`src/rtl/csr_exe.sv`:
```
// rtl/csr_exe.sv - CSR execution unit: one CSR read-modify-write at a time, old value returned to writeback
module csr_exe #(
  parameter int DW     = 64,
  parameter int RNBITS = 6
) (
  input  logic              CLK,
  input  logic              RST,
  input  logic              flush,
  input  logic              csr_issue_valid,
  output logic              csr_issue_ready,
  input  logic [2:0]        csr_issue_fun,
  input  logic [11:0]       csr_issue_addr,
  input  logic [DW-1:0]     csr_issue_rs1_data,
  input  logic              csr_issue_rs1_isx0,
  input  logic [4:0]        csr_issue_zimm,
  input  logic [RNBITS-1:0] csr_issue_rd,
  output logic [11:0]       csrexe_addr,
  output logic              csrexe_wen,
  output logic [DW-1:0]     csrexe_data_write,
  input  logic [DW-1:0]     csrexe_data_read,
  output logic              csr_wb_valid,
  input  logic              csr_wb_ready,
  output logic [RNBITS-1:0] csr_wb_rd,
  output logic [DW-1:0]     csr_wb_res,
  output logic              csr_wb_illegal
);

  typedef enum logic [1:0] {IDLE, ACCESS, WB} state_t;

  state_t              state, state_nxt;
  logic [1:0]          kind_q;
  logic [11:0]         addr_q;
  logic [DW-1:0]       src_q;
  logic [DW-1:0]       res_q;
  logic [RNBITS-1:0]   rd_q;
  logic                wr_q;
  logic                illegal_q;

  logic [DW-1:0]       issue_src;
  logic                issue_need_wr;
  logic                issue_illegal;
  logic                accept;
  logic [DW-1:0]       new_val;

  // Decode at accept so the ACCESS cycle only has to merge and write.
  assign issue_src     = csr_issue_fun[2] ? {{(DW-5){1'b0}}, csr_issue_zimm} : csr_issue_rs1_data;
  assign issue_need_wr = (csr_issue_fun[1:0] == 2'b01) |
                         ~(csr_issue_fun[2] ? (csr_issue_zimm == 5'd0) : csr_issue_rs1_isx0);
  assign issue_illegal = (csr_issue_fun[1:0] == 2'b00) |
                         (issue_need_wr & (csr_issue_addr[11:10] == 2'b11));
  assign accept        = csr_issue_valid & csr_issue_ready;

  always_comb begin
    new_val = src_q;
    case (kind_q)
      2'b10:   new_val = csrexe_data_read | src_q;
      2'b11:   new_val = csrexe_data_read & ~src_q;
      default: new_val = src_q;
    endcase
  end

  always_comb begin
    state_nxt         = state;
    csr_issue_ready   = 1'b0;
    csrexe_wen        = 1'b0;
    csrexe_data_write = '0;
    csr_wb_valid      = 1'b0;
    case (state)
      IDLE: begin
        csr_issue_ready = ~flush & ~RST;
        if (csr_issue_valid & ~flush & ~RST) state_nxt = ACCESS;
      end
      ACCESS: begin
        csrexe_wen = wr_q & ~illegal_q & ~flush & ~RST;
        if (csrexe_wen) csrexe_data_write = new_val;
        state_nxt = flush ? IDLE : WB;
      end
      WB: begin
        // A flushed result must not be presented even for the flush cycle.
        csr_wb_valid = ~flush & ~RST;
        if (flush | csr_wb_ready) state_nxt = IDLE;
      end
      default: state_nxt = IDLE;
    endcase
  end

  always_ff @(posedge CLK) begin
    if (RST) begin
      state     <= IDLE;
      kind_q    <= '0;
      addr_q    <= '0;
      src_q     <= '0;
      res_q     <= '0;
      rd_q      <= '0;
      wr_q      <= 1'b0;
      illegal_q <= 1'b0;
    end else begin
      state <= state_nxt;
      if (accept) begin
        kind_q    <= csr_issue_fun[1:0];
        addr_q    <= csr_issue_addr;
        src_q     <= issue_src;
        rd_q      <= csr_issue_rd;
        wr_q      <= issue_need_wr;
        illegal_q <= issue_illegal;
      end
      if (state == ACCESS && !flush) res_q <= illegal_q ? '0 : csrexe_data_read;
    end
  end

  assign csrexe_addr    = addr_q;
  assign csr_wb_rd      = rd_q;
  assign csr_wb_res     = res_q;
  assign csr_wb_illegal = illegal_q;

endmodule

```
`config.mk`:
```
export PLATFORM = sky130hd
export DESIGN_NAME = csr_exe
export DESIGN_NICKNAME = d
export VERILOG_FILES = /design/src/rtl/csr_exe.sv
export SDC_FILE = /design/constraint.sdc
export NUM_CORES = 1
export LEC_CHECK = 0
export BUFFER_PORTS_ARGS = -buffer_cell sky130_fd_sc_hd__buf_2
export CAP_MARGIN = 20
export CORE_MARGIN = 3
export CORE_UTILIZATION = 37
export DETAILED_ROUTE_END_ITERATION = 16
export PLACE_DENSITY = 0.73
export SYNTH_ARGS = -nofsm -noshare
export SYNTH_HDL_FRONTEND = slang
export SYNTH_SLANG_ARGS = --single-unit
export TNS_END_PERCENT = 30
```
`constraint.sdc`:
```
create_clock -name CLK -period 2 [get_ports CLK]
set_input_delay 0.1 -clock CLK [delete_from_list [all_inputs] [get_ports CLK]]
set_output_delay 0.1 -clock CLK [all_outputs]
set_load 0.03 [all_outputs]
```
Word level (Yosys, flattened, before mapping)

Cells that the tools add are included.

Memories: 0
Memory bits (writable): 0
Bits in latches: 0
Output and inout bits: 150
Bits of input ports: 160
Memory bits (read-only): 0
Bits in registers: 152
Word-level logic and storage cells: 53

Muxes and demuxes: 13
Order comparisons: 0
Eq/ne operators: 8
Reduce and logical (&&, ||, !) cells: 6
Multiply operators: 0
Bitwise gates (word level): 18
Add/subtract/negate cells: 0
Divide/modulo/power cells: 0
Shifts and indexed selects: 0

Operator list:

| kind                                                            | number |
|---|---|
| 64-bit 2-to-1 mux                                               | 4 |
| 64-bit case mux with 2 select lines                             | 1 |
| 64-bit bitwise AND                                              | 1 |
| 64-bit inverter                                                 | 1 |
| 64-bit OR                                                       | 1 |
| 1-bit bitwise AND                                               | 8 |
| 2-bit == test, second input constant                            | 4 |
| 2-bit 2-to-1 mux                                                | 3 |
| 2-bit case mux with 3 select lines                              | 1 |
| 5-bit zero test                                                 | 1 |
| 2-bit by 1-bit == test with 1-bit output, second input constant | 2 |
| 2-bit zero test                                                 | 2 |
| 1-bit 2-to-1 mux                                                | 4 |
| 2-bit != test, second input constant                            | 2 |
| 1-bit inverter                                                  | 4 |
| 1-bit OR                                                        | 3 |
| 2-bit AND reduction                                             | 1 |
| 1-bit logical AND                                               | 1 |
| 1-bit zero test                                                 | 1 |

Longest topological paths before layout

Word-level depth: 6
Depth in mapped cells: 7
Mapped depth without buffers: 5

Worst setup path before layout

OpenSTA, ideal clock, no wires.

Path type: register to register
Start: register state[1]
End: register state[1]
Data required time: 1.926 ns
Path buffers: 0
Period minus slack after synthesis: 1.765 ns
Arrival time: 1.691 ns
Cell stages (with the launch flop): 4
Slack: 0.235 ns
Setup time: 0.074 ns
Cell sequence: dfxtp_1 > nor4b_1 > nand2b_1 > o21ai_0

Longest elaborated chain between the ends: 3
Elaborated cells on any way between the ends: 7
Classes of those cells: eq/ne: 4; mux: 1; reduce/logical: 2

Ends and longest elaborated chain:

| element                                                 | line | source |
|---|---|---|
| start, declared                                         | 30   | `state_t state, state_nxt;` |
| start signal, assigned                                  | 98   | `state <= state_nxt;` |
| 2-bit == test / 2-bit zero test (equally long branches) | 68   | `case (state)` |
| 2-bit != test (no source line)                          | -    |  |
| 2-bit AND reduction (no source line)                    | -    |  |

Parallel ways exist; a longest one is shown, timed or not.
A chain may end at the register's enable or synchronous reset.

Worst setup path in the final report

Start: register state[1]
End: output csrexe_data_write[52]

Longest elaborated chain between the ends: 2

Ends and longest elaborated chain:

| element                                  | line | source |
|---|---|---|
| 2-bit by 1-bit == test with 1-bit output | 68   |  |
| 64-bit 2-to-1 mux                        | 68   |  |
| end, declared                            | 19   | `output logic [DW-1:0] csrexe_data_write,` |

Every way passes these cells.

==> metrics.md <==
| Metric | Value |
|---|---|
| Slowest CP cell | dfxtp_1 |
| Int Pwr | 0.005394 W |
| EDFF count, synth | 0 |
| Sequential share of power | 0.432 |
| Io pins | 310 |
| Inst Count DP | 1,435 |
| Status | complete, no violations |
| Worst Path Max Fanout | 35 |
| GRT overflow | 0 |
| Clock sinks | 152 |
| CTS max path bufs | 2 |
| Final Wtd Congestion | 0.8365 |
| Clk slew on worst S/H paths | 70 ps |
| Final min period | 1938 ps |
| Final Max Slew Viols | 0 |
| Seq/Total Area, Yosys | 0.4380 |
| H-tree depth | 4 |
| Clock power share | 0.437 |
| Wire per inst | 15.93 um |
| Worst Max-Slew Pin Slew | 881.5 ps |
| Largest net degree at the start of global routing | 81 |
| Port Buf Inserts | 309 |
| Worst-Skew Late Latency | 420 ps |
| Top cells by area in the synthesized netlist | dfxtp_1 44%, a21oi_1 15%, nand3b_1 13% |
| Maximum VDD drop | 0.5361 mV |
| Max-Cap Viols | 0 |
| Post-route antenna net violation count | 0 |
| Total CTS buffers | 17 |
| Worst flop-to-flop path endpoint | csr_wb_rd[2] |
| Drt total wl | 25.69 mm |
| Worst Setup Path Type | reg2out |
| CTS tree | done |
| Drt first-iter violations | 511 |
| Fmax | 515.9 MHz |
| Syn_nets | 1,119 |
| Number of cells on the worst hold path | 3 |
| Ys flop type | dfxtp_1 |
| Leakage | 4.514 nW |
| Combinational power share | 0.131 |
| Initial Util | 0.3815 |
| Total Nets Final | 1,530 |
| Full die area | 20,450 um2 |
| Hold slack | 61.68 ps |
| Synth unique cells | 27 |
| Reg-to-Reg Start | state[1] |
| Net switching power | 0.001886 W |
| Worst Hold End | src_q[0] |
| Site Rows | 49 |
| Post-synth top area share | 0.4380 |
| Mapped Area | 6947 um2 |
| Data required time of the worst path | 1900 ps |
| Cells after synthesis | 959 |
| Non-filler cells, final | 1,612 |
| Die Span X | 143.0 um |
| Final worst-path cycle share | 0.9692 |
| Hold crit path type | in2reg |
| Pwr/cell area | 682.6 nW/um2 |
| Worst EP arrival | 1840 ps |
| Worst rel slew slack | 0.4123 |
| TritonRoute pass-1 iters | 7 |
| Final setup viols | 0 |
| Synth warn | 0 |
| Layout cells sized above 1 | 0.2675 |
| Count leader, synth | nand2_1 |
| # diodes | 0 |
| RSZ-0062 raised after global routing | yes |
| Reg2reg setup slack | 170 ps |
| Global Route Usage Sum | 0.2421 |
| Die Y | 143.0 um |
| Cell accounting for the most synthesized area | dfxtp_1 |
| Area Growth Syn to Fin | 53.53% |
| First-pass GRT wire length | 40.35 mm |
| Clk root buf | clkbuf_16 |
| DR DRC count | 0 |
| CP Cell Sequence | nor3_1 > nand4b_1 > buf_4 > nor2_1 > buf_2 |
| Core area | 18,210 um2 |
| Net Sw Frac | 0.2591 |
| Synth Area per Inst | 7.244 um2 |
| Via count | 8,318 |
| Async SR Flop Fraction | 0 |
| Via-to-Cell Ratio | 5.160 |
| CP Capture Type | output pin |
| Vias in the first global route | 8,267 |
| Worst stage delay on the critical path | 360 ps |
| Setup Buffers After CTS | 0 |
| Commonest cells in the netlist | 228 x nand2_1, 208 x a21oi_1, 152 x dfxtp_1 |
| Fin. Hold Viols | 0 |
| Hold_sp | csr_issue_rs1_data[0] |
| Initial antenna violation count | 0 |
| Synthesized flop and latch total | 152 |
| FILL cells | 1,631 |
| Reg2reg path depth | 5 |
| CP Launch Type | register |
| Clock Skews | 12.08 ps |
| Post-DP HPWL | 15.63 mm |
[logic make-up (layout without fill, tap and decap cells)]
| kind of cell | after synthesis | in the layout | share of synthesized area |
|---|---|---|---|
| AND/OR/NAND/NOR | 498 | 498 | 0.3429 |
| AO/OA/AOI/OAI | 218 | 218 | 0.1599 |
| flip-flops | 152 | 152 | 0.4380 |
| buffers and inverters | 86 | 510 | 0.05187 |
| multiplexers | 5 | 5 | 0.007205 |
[critical path: cells and delay by family, from the launching register on]
| family | cells | cell delay (ps) |
|---|---|---|
| flip-flops | 1 | 360 |
| AND/OR/NAND/NOR | 3 | 550 |
| buffers and inverters | 2 | 510 |
[through the flow]
step | total power, W | util | TNS [ps] | instance area, um2 | setup WS [ps]
finish | 0.007280 | 0.5857 | 0 | 10670 | 61.50
global placement | 0.003915 | 0.4738 | 0 | 8627 | 338.4
detailed placement | 0.003923 | 0.4738 | 0 | 8627 | 304.0
global route | 0.007546 | 0.5857 | -196.4 | 10670 | -48.63
CTS | 0.007329 | 0.5855 | 0 | 10660 | 64.28
floorplan | 0.003598 | - | 0 | 6947 | 235.0
[registers in the layout, summed over array words and instances, names as in the netlist]
register	flops
csr_wb_rd	6
kind_q	2
csr_wb_illegal	1
csr_wb_res	64
src_q	64
state	2
wr_q	1
csrexe_addr	12
[timing repair]
action	in CTS	in global routing
resized for setup	0	1
endpoints found under the setup margin	0	14
hold buffers	145	0
hold endpoints to repair	145	0
[final cells by class]
class / count / area, um2 / area share
Sequential cell: 152 / 3045 / 0.2855
Tap cell: 229 / 286.5 / 0.02687
Timing Repair Buffer: 475 / 3187 / 0.2988
Clock buffer: 20 / 466.7 / 0.04376
Multi-Input combinational cell: 721 / 3551 / 0.3329
Inverter: 3 / 12.51 / 0.001173
Clock inverter: 12 / 116.4 / 0.01091
[layer usage]
metal | vias to the layer above | track usage | part of all wire
met5 | - | 0 | 0
met4 | 0 | 0.1091 | 0.034
li1 | 4021 | - | -
met3 | 71 | 0.05995 | 0.078
met2 | 425 | 0.4159 | 0.49
met1 | 3801 | 0.2852 | 0.40
[power groups by stage]
| stage | sequential [W] | clock (W) | combinational, W |
|---|---|---|---|
| 3_3_place_gp | 0.00321 | 0 | 0.000707 |
| 5_1_grt | 0.00315 | 0.00337 | 0.00103 |
| 2_1_floorplan | 0.00327 | 0 | 0.000324 |
| 6_report | 0.00314 | 0.00318 | 0.000954 |
| 4_1_cts | 0.00314 | 0.00325 | 0.000938 |
| 3_5_place_dp | 0.00321 | 0 | 0.000713 |
[layout by cell type, fill, tap and decap left out, types with 2 or more instances in the layout]
cell type	netlist	layout
buf_2	12	308
nand2_1	228	227
a21oi_1	208	208
dfxtp_1	152	150
dlygate4sd3_1	0	145
nor2_1	135	135
nand3b_1	123	123
buf_4	6	19
clkbuf_16	0	17
mux2i_1	5	5
a211oi_1	5	5
clkinvlp_4	0	5
inv_6	0	3
clkbuf_8	0	3
nor3_1	2	2
nand2_2	1	2
inv_1	2	2
clkinv_2	0	2
nand2b_1	2	2
o21ai_0	2	2
clkinv_4	0	2
dfxtp_2	0	2
buf_12	0	2
[how the worst max path moves through the flow]
| stage | slack, ps | to | from |
|---|---|---|---|
| 3_5_place_dp | 300 | csrexe_addr[3] | state[1] |
| 4_1_cts | 60 | csrexe_data_write[61] | state[1] |
| 5_1_grt | -50 | csrexe_data_write[52] | state[1] |
| 3_3_place_gp | 340 | wr_q | state[1] |
| 6_report | 60 | csrexe_data_write[52] | state[1] |
| 2_1_floorplan | 240 | state[1] | state[1] |
Note: power is estimated with default switching activity, not from simulation.
